File: src/rtl/add_pkg.sv
// Shared definitions for the bit-serial adder.
//   ADD_WIDTH_DEFAULT : default serial word length in bits
//   cnt_width()       : width of the bit-index counter for a given word length
package add_pkg;

  localparam int unsigned ADD_WIDTH_DEFAULT = 8;

  // ceil(log2(w)), never less than one bit so the counter always exists.
  function automatic int unsigned cnt_width(input int unsigned w);
    int unsigned r;
    r = $clog2(w);
    return (r < 1) ? 1 : r;
  endfunction

endpackage

File: src/rtl/add_full_adder.sv
// One-bit combinational full adder.
//   a, b : operand bits
//   cin  : carry in
//   sum  : a ^ b ^ cin
//   cout : majority(a, b, cin)
module full_adder (
  input  logic a,
  input  logic b,
  input  logic cin,
  output logic sum,
  output logic cout
);

  always_comb begin
    sum  = a ^ b ^ cin;
    cout = (a & b) | (a & cin) | (b & cin);
  end

endmodule

File: src/rtl/add.sv
// Bit-serial adder, LSB first, one sum bit per accepted input bit.
//   clk       : rising-edge clock
//   rst_n     : asynchronous active-low reset
//   a, b      : operand bits (LSB first)
//   in_valid  : a/b valid this cycle
//   sof       : with in_valid, marks bit 0 of a new word
//   out       : registered sum bit
//   out_valid : out holds a new sum bit this cycle
//   last      : with out_valid, marks sum bit WIDTH-1
//   cout      : final carry of the most recent completed word
module add
  import add_pkg::*;
#(
  parameter int unsigned WIDTH = ADD_WIDTH_DEFAULT
) (
  input  logic clk,
  input  logic rst_n,
  input  logic a,
  input  logic b,
  input  logic in_valid,
  input  logic sof,
  output logic out,
  output logic out_valid,
  output logic last,
  output logic cout
);

  localparam int unsigned CW = cnt_width(WIDTH);
  localparam logic [CW-1:0] LAST_IDX = CW'(WIDTH - 1);

  logic [CW-1:0] cnt_q, cnt_d;
  logic          carry_q, carry_d;
  logic          out_q, out_d;
  logic          out_valid_q, out_valid_d;
  logic          last_q, last_d;
  logic          cout_q, cout_d;

  logic [CW-1:0] idx;
  logic          cin_eff;
  logic          fa_sum;
  logic          fa_cout;

  // sof restarts the word; counter==0 also implies a fresh word, so the
  // stored carry is ignored in both cases.
  always_comb begin
    idx     = sof ? '0 : cnt_q;
    cin_eff = (sof || (cnt_q == '0)) ? 1'b0 : carry_q;
  end

  full_adder u_fa (
    .a    (a),
    .b    (b),
    .cin  (cin_eff),
    .sum  (fa_sum),
    .cout (fa_cout)
  );

  always_comb begin
    cnt_d       = cnt_q;
    carry_d     = carry_q;
    out_d       = out_q;
    cout_d      = cout_q;
    out_valid_d = 1'b0;
    last_d      = 1'b0;
    if (in_valid) begin
      out_d       = fa_sum;
      out_valid_d = 1'b1;
      if (idx == LAST_IDX) begin
        last_d  = 1'b1;
        cout_d  = fa_cout;
        cnt_d   = '0;
        carry_d = 1'b0;
      end else begin
        cnt_d   = idx + CW'(1);
        carry_d = fa_cout;
      end
    end
  end

  always_ff @(posedge clk or negedge rst_n) begin
    if (!rst_n) begin
      cnt_q       <= '0;
      carry_q     <= 1'b0;
      out_q       <= 1'b0;
      out_valid_q <= 1'b0;
      last_q      <= 1'b0;
      cout_q      <= 1'b0;
    end else begin
      cnt_q       <= cnt_d;
      carry_q     <= carry_d;
      out_q       <= out_d;
      out_valid_q <= out_valid_d;
      last_q      <= last_d;
      cout_q      <= cout_d;
    end
  end

  assign out       = out_q;
  assign out_valid = out_valid_q;
  assign last      = last_q;
  assign cout      = cout_q;

endmodule

File: config.mk
export PLATFORM = sky130hd
export DESIGN_NAME = add
export DESIGN_NICKNAME = d
export VERILOG_FILES = /design/src/rtl/add_pkg.sv /design/src/rtl/add_full_adder.sv /design/src/rtl/add.sv
export SDC_FILE = /design/constraint.sdc
export NUM_CORES = 1
export LEC_CHECK = 0
export ABC_AREA = 1
export CORE_AREA = 2 2 39 41
export DETAILED_ROUTE_END_ITERATION = 7
export DIE_AREA = 0 0 41 43
export GPL_TIMING_DRIVEN = 0
export SLEW_MARGIN = 20
export SYNTH_ARGS = -nofsm -noshare
export SYNTH_HDL_FRONTEND = slang
export SYNTH_SLANG_ARGS = --single-unit
export TNS_END_PERCENT = 5
File: constraint.sdc
create_clock -name clk -period 2.8 [get_ports clk]
set_clock_uncertainty 0.2 [all_clocks]
set_input_delay 0.56 -clock clk [delete_from_list [all_inputs] [get_ports clk]]
set_output_delay 0.56 -clock clk [all_outputs]
set_load 0.02 [all_outputs]
* Yosys cells after proc, flatten, opt, wreduce, memory -nomap -nowiden
Index checks and enable logic that the tools add are counted.
** Operators by class
- Mux-type cells :: 7
- Equal/unequal tests :: 1
- Bitwise gates (word level) :: 7
- Reduce and logical (&&, ||, !) cells :: 3
- Add/sub/neg operators :: 1
** Operators by type and width (number)
- 3-bit two-way mux :: 2
- 1-bit two-way mux :: 5
- 3-bit by 1-bit adder with 3-bit output (second input constant) :: 1
- 1-bit bitwise AND :: 3
- 3-bit == test (second input constant) :: 1
- 3-bit zero test :: 1
- 1-bit OR :: 2
- 2-bit AND reduction :: 1
- 1-bit bitwise XOR :: 2
- 1-bit logical OR :: 1
** Storage, ports and cells
- Register bits :: 8
- Output and inout bits :: 4

* Logic depth before layout (Yosys ltp)
Gate-level depths: netlist of run 1.
- Depth in word-level cells :: 7
- Mapped depth :: 8
- Mapped depth without buffers :: 8

* Modules after synthesis
From an unflattened synthesis of run 1, not the netlist that was laid out.
** Unflattened totals
- Cell total of the unflattened synthesis :: 42
- Area, all modules :: 386.6 um^2
** Modules (own cells, without submodules)
- add :: area each 366.6 um^2, instances 1, cells an instance 41
- full_adder :: area each 20.0 um^2, instances 1, cells an instance 1

* Worst setup path after synthesis of run 1
No wires, ideal clock.
- Path kind :: input port to flip-flop
- Start :: input sof
- End :: register out_q, in the netlist out
- Arrival :: 1234 ps
- Data required time :: 2474 ps
- Path slack :: 1240 ps
- Stages on the path :: 4
- Library setup time :: 126 ps
- Cell sequence :: nor2_1 > nand2_1 > fa_1 > o21ai_0
** On the way
- Word-level cells in the longest chain between the ends :: 3
** Ends and longest elaborated chain
- from (decl) :: line add.sv:21 : input logic sof,
- 1-bit logical OR :: line add.sv:47 : cin_eff = (sof || (cnt_q == '0)) ? 1'b0 : carry_q;
- 1-bit two-way mux :: line add.sv:47
- 1-bit bitwise XOR :: line add_full_adder.sv:15 : sum = a ^ b ^ cin;
- to (signal assigned) :: line add.sv:91 : out_q <= out_d;
- to (decl) :: line add.sv:33 : logic out_q, out_d;
Every way passes these cells.
A chain may end at the register's enable or synchronous reset.

* Worst setup path in the final report of run 1
- Start :: register cout_q, in the netlist cout
- End :: output cout
** RTL lines
- from (decl) :: line add.sv:36 : logic cout_q, cout_d;
- from (signal assigned) :: line add.sv:94 : cout_q <= cout_d;
- to (decl) :: line add.sv:25 : output logic cout
No word-level cell between the ends.

==> results of run 1 <==
==> metal layers <==
| layer | wire (µm) | global-route usage | vias to the layer above |
|---|---|---|---|
| li1 | - | - | 153 |
| met1 | 292 | 0.117 | 145 |
| met2 | 329 | 0.147 | 10 |
| met3 | 21 | 0.0157 | 4 |
| met4 | 17 | 0.120 | 0 |
| met5 | 0 | 0 | - |
==> where the power goes <==
part	leakage [nW]	switching, mW	internal (mW)	total [mW]
Clock	0.0138	0.0409	0.0492	0.0900
Sequential	0.102	0.00546	0.127	0.132
Combinational	0.155	0.0252	0.0221	0.0473
==> logic make-up (layout without fill, tap and decap cells) <==
logic type / count (synthesis) / count (layout) / synth area share
simple gates: 20 / 20 / 0.201
compound gates: 4 / 4 / 0.0535
fa+ha+maj: 3 / 3 / 0.120
flops: 8 / 8 / 0.535
buf+inv: 9 / 21 / 0.0903
==> stage by stage <==
stage / setup slack (ns) / hold WS, ns / power [mW] / util / instance area [µm²]
CTS: 0.818 / 0.298 / 0.278 / 0.366 / 507
global route: 0.780 / 0.323 / 0.290 / 0.366 / 507
floorplan: 1.24 / 0.0644 / 0.159 / - / 374
detailed placement: 0.636 / 0.282 / 0.182 / 0.350 / 484
global placement: 0.632 / 0.268 / 0.182 / 0.350 / 484
finish: 0.835 / 0.290 / 0.269 / 0.366 / 507
==> cells in the mapped netlist <==
cell,instances
ha_1,2
nor2_1,6
inv_1,8
inv_2,1
o21ai_1,1
dfrtp_1,8
fa_1,1
o21ai_0,3
nand2_1,14
==> how the worst max path moves through the flow <==
stage / startpoint / end / slack [ns]
2_1_floorplan: sof / out$_DFFE_PN0P_ / 1.24
3_3_place_gp: sof / cnt_q[2]$_DFFE_PN0P_ / 0.63
3_5_place_dp: sof / cnt_q[2]$_DFFE_PN0P_ / 0.64
4_1_cts: cout$_DFFE_PN0P_ / cout / 0.82
5_1_grt: sof / cout$_DFFE_PN0P_ / 0.78
6_report: cout$_DFFE_PN0P_ / cout / 0.84
==> sequential cells by signal (all words and copies together) (netlist names) <==
| name | cells |
|---|---|
| out | 1 |
| last | 1 |
| cnt_q | 3 |
| out_valid | 1 |
| carry_q | 1 |
| cout | 1 |
==> layout by cell type (no fill, tap or decap) <==
master / instances
o21ai_1: 1
clkdlybuf4s50_1: 9
o21ai_0: 3
nor2_1: 6
ha_1: 2
fa_1: 1
nand2_1: 14
dfrtp_1: 8
clkbuf_4: 3
inv_2: 1
inv_1: 8
==> area by class of cell <==
| type | count | area (µm²) |
|---|---|---|
| Multi-Input combinational cell | 27 | 140 |
| Tap cell | 16 | 20.0 |
| Fill cell | 150 | 877 |
| Clock buffer | 3 | 22.5 |
| Timing Repair Buffer | 9 | 90.1 |
| Sequential cell | 8 | 200 |
| Inverter | 9 | 33.8 |
==> impl_metrics.env, run 1 <==
export IMPL_syn_nets=53
export IMPL_grt_pass1_wl_mm=1.17
export IMPL_synth_cells=44
export IMPL_drt_pass1_iter_count=4
export IMPL_nets=67
export IMPL_timing_rr_end="out$_DFFE_PN0P_"
export IMPL_period_share=0.702
export IMPL_clock_sinks=8
export IMPL_hold_class="reg2reg"
export IMPL_gp_congestion=0.678
export IMPL_finalHoldViolCount=0
export IMPL_ys_seq_elements=8
export IMPL_hold_depth=2
export IMPL_critical_path_max_stage_delay_ns=0.60
export IMPL_path_buf_inv=1
export IMPL_cts_hold_buffers_added=0
export IMPL_p_leak_nw=0.271
export IMPL_synthTopCellsByArea="dfrtp_1 54%, nand2_1 14%, inv_1 8.0%"
export IMPL_period_minus_slack_ns=1.96
export IMPL_die_h_um=43
export IMPL_layout_drive_gt1_share=0.0714
export IMPL_final_antenna_net_count=0
export IMPL_tightest_slew_ns=0.371
export IMPL_num_rows=14
export IMPL_required_ns=2.04
export IMPL_num_vias=312
export IMPL_ctsHtreeMaxLevel=1
export IMPL_dieArea_mm2=0.00176
export IMPL_synth_top_area_frac=0.535
export IMPL_crit_cells=1
export IMPL_post_cts_buffers=0
export IMPL_vdd_drop_max_mv=0.175
export IMPL_max_freq_mhz=509
export IMPL_arrival_ns=1.20
export IMPL_maxSlewViolCount=0
export IMPL_yosysSeqAreaShare=0.535
export IMPL_viasPerCell=4.33
export IMPL_drtIter0Drc=4
export IMPL_outcome="finished clean"
export IMPL_cts_made_buffers=3
export IMPL_grt_pass1_vias=289
export IMPL_core_area_mm2=0.00138
export IMPL_clkTransAtPathRegs_ns=0.05
export IMPL_die_x_um=41
export IMPL_wl_um=660
export IMPL_relSlewSlack=0.752
export IMPL_maxCapViolCount=0
export IMPL_rsz0062_at_grt="no"
export IMPL_routedWlPerCell_um=9.17
export IMPL_endpoint_kind="output pin"
export IMPL_area_growth_pct=35.5
export IMPL_netlist_area_um2=374
export IMPL_yosysWarnings=0
export IMPL_drc=0
export IMPL_grt_usage=0.105
export IMPL_avgSynthCellArea_um2=8.50
export IMPL_clockBufferDepth=2
export IMPL_worstPathMaxFanout=2
export IMPL_cpLargestDelayFamily="buffers and inverters"
export IMPL_powerDensity_mw_per_mm2=532
export IMPL_stdcell_count=72
export IMPL_finalSetupTns_ns=0
export IMPL_cts_resized=0
export IMPL_setup_worst_path_class="reg2out"
export IMPL_grt_overflow=0
export IMPL_hold_end="out$_DFFE_PN0P_"
export IMPL_initial_core_util=0.270
export IMPL_setup_viol=0
export IMPL_r2r_start="cnt_q[0]$_DFFE_PN0P_"
export IMPL_placed_cells=69
export IMPL_grt_max_degree=9
export IMPL_hp_start="out$_DFFE_PN0P_"
export IMPL_clock_latency_ns=0.26
export IMPL_reg2reg_depth=5
export IMPL_yosysTopAreaCell="dfrtp_1"
export IMPL_antenna_found_initial=0
export IMPL_tritoncts="done"
export IMPL_start_kind="register"
export IMPL_cp_slowest_cell="clkdlybuf4s50_1"
export IMPL_antennaDiodeCount=0
export IMPL_reg2reg_setup_slack_ns=1.34
export IMPL_ios=10
export IMPL_cp_cell_sequence="clkdlybuf4s50_1"
export IMPL_cts_root_buf="clkbuf_4"
export IMPL_synth_distinct_cells=9
export IMPL_io_buffers=9
Note: power is estimated with default switching activity, not from simulation.
==> run 2, diff against run 1 <==
==> constraint.sdc (replaced) <==
create_clock -name clk -period 1.8 [get_ports clk]
set_clock_uncertainty 0.2 [all_clocks]
set_input_delay 0.36 -clock clk [delete_from_list [all_inputs] [get_ports clk]]
set_output_delay 0.36 -clock clk [all_outputs]
set_load 0.02 [all_outputs]
==> run 2 against run 1 <==
Clock-buffer cell count did not move; largest cell class unchanged; routed wire length fell by 0.45%; combinational power rose by 55%; die area did not move; hold slack got worse by 0.11 ns; register-to-register slack got worse by 1.0 ns; sequential power rose by 55%; first-iteration DRC count fell by 25%; design area rose by 0.49%; sequential cell count did not move; power rose by 55%; non-clock buffer count did not move.
==> impl_metrics.env, run 2 (synthesis gave the netlist of run 1 again) <==
export IMPL_clock_latency_ns=0.26
export IMPL_wl_met1_um=290
export IMPL_num_vias=307
export IMPL_powerDensity_mw_per_mm2=822
export IMPL_reg2reg_depth=5
export IMPL_viasPerCell=4.26
export IMPL_hold_class="in2async"
export IMPL_cts_hold_buffers_added=0
export IMPL_worstPathMaxFanout=2
export IMPL_grt_overflow=0
export IMPL_design_area_um2=509
export IMPL_maxSlewViolCount=0
export IMPL_endpoint_kind="output pin"
export IMPL_path_buf_inv=1
export IMPL_nFillCells=149
export IMPL_period_share=0.980
export IMPL_tritoncts="done"
export IMPL_drtIter0Drc=3
export IMPL_drt_pass1_iter_count=4
export IMPL_maxCapViolCount=0
export IMPL_clock_sinks=8
export IMPL_rsz0062_at_grt="no"
export IMPL_setup_viol=0
export IMPL_gp_congestion=0.678
export IMPL_wl_um=657
export IMPL_wl_met2_um=328
export IMPL_die_x_um=41
export IMPL_reg2reg_setup_slack_ns=0.34
export IMPL_vdd_drop_max_mv=0.272
export IMPL_area_growth_pct=36.1
export IMPL_timing_rr_end="out$_DFFE_PN0P_"
export IMPL_drc=0
export IMPL_cts_made_buffers=3
export IMPL_relSlewSlack=0.753
export IMPL_io_buffers=9
export IMPL_grt_max_degree=9
export IMPL_dieArea_mm2=0.00176
export IMPL_clkTransAtPathRegs_ns=0.06
export IMPL_grt_pass1_wl_mm=1.17
export IMPL_post_cts_buffers=0
export IMPL_ios=10
export IMPL_met3_length_um=18
export IMPL_cpLargestDelayFamily="buffers and inverters"
export IMPL_finalHoldViolCount=0
export IMPL_cp_slowest_cell="clkdlybuf4s50_1"
export IMPL_top_register="cnt_q"
export IMPL_final_antenna_net_count=0
export IMPL_cts_root_buf="clkbuf_4"
export IMPL_routedWlPerCell_um=9.13
export IMPL_final_cell_mix="14 x nand2_1, 8 x inv_1, 8 x dfrtp_1, 8 x clkdlybuf4s50_1, 6 x nor2_1"
export IMPL_ctsHtreeMaxLevel=1
export IMPL_layout_drive_gt1_share=0.0714
export IMPL_arrival_ns=1.20
export IMPL_tightest_slew_ns=0.370
export IMPL_p_leak_nw=0.280
export IMPL_period_minus_slack_ns=1.76
export IMPL_nets=67
export IMPL_grt_pass1_vias=289
export IMPL_antenna_found_initial=0
export IMPL_required_ns=1.24
export IMPL_largest_reg_flops=3
export IMPL_cp_cell_sequence="clkdlybuf4s50_1"
export IMPL_outcome="finished clean"
export IMPL_cts_resized=0
export IMPL_clockBufferDepth=2
export IMPL_num_rows=14
export IMPL_start_kind="register"
export IMPL_placed_area_um2=484
export IMPL_final_common_cell="nand2_1"
export IMPL_critical_path_max_stage_delay_ns=0.60
export IMPL_highest_layer="met4"
export IMPL_core_area_mm2=0.00138
export IMPL_max_freq_mhz=567
export IMPL_grt_usage=0.105
export IMPL_r2r_start="cnt_q[0]$_DFFE_PN0P_"
export IMPL_die_h_um=43
export IMPL_finalPower_mw=0.419
export IMPL_initial_core_util=0.270
export IMPL_finalSetupTns_ns=0
export IMPL_antennaDiodeCount=0
export IMPL_setup_worst_path_class="reg2out"
==> run 2: cell types whose count changed in the layout (fill, tap and decap cells not counted), sizes merged <==
| cell | delta |
|---|---|
| clkdlybuf4s50 | -1 |
| dlymetal6s2s | +1 |
==> run 2: final cells by class <==
type                    count  area [µm²]  area share
flip-flops and latches      8         200       0.393
inverters                   9        33.8      0.0663
multi-input cells          27         140       0.275
clock buffers               3        22.5      0.0442
well taps                  16        20.0      0.0393
repair buffers              9        92.6       0.182
==> run 2: report_power, final <==
| group | total [mW] | internal (mW) | switching (mW) |
|---|---|---|---|
| clock | 0.140 | 0.0765 | 0.0636 |
| sequential | 0.205 | 0.197 | 0.00841 |
| combinational | 0.0733 | 0.0341 | 0.0392 |
| total | 0.419 | 0.308 | 0.111 |
==> run 2: through the flow <==
step,utilization,instances,hold slack (ns),setup slack [ns]
after floorplan,-,44,-0.136,0.434
after global placement,0.350,69,0.268,-0.168
after detailed placement,0.350,69,0.282,-0.164
after CTS,0.366,72,0.185,0.0177
after global routing,0.368,72,0.210,0.00441
final,0.368,72,0.183,0.0354
==> run 2: worst max-delay path by stage <==
| stage | start | end | slack, ns | cells after the start |
|---|---|---|---|---|
| 6_report | cout$_DFFE_PN0P_ | cout | 0.04 | 1 |
| 5_1_grt | cout$_DFFE_PN0P_ | cout | 0.004 | 1 |
| 3_5_place_dp | sof | cnt_q[2]$_DFFE_PN0P_ | -0.16 | 8 |
| 4_1_cts | cout$_DFFE_PN0P_ | cout | 0.02 | 1 |
| 3_3_place_gp | sof | cnt_q[2]$_DFFE_PN0P_ | -0.17 | 8 |
| 2_1_floorplan | cnt_q[1]$_DFFE_PN0P_ | out$_DFFE_PN0P_ | 0.43 | 5 |
==> run 2: routing by layer <==
metal	vias to the layer above	track usage
li1	153	-
met1	142	0.117
met2	8	0.147
met3	4	0.0157
met4	0	0.120
met5	-	0
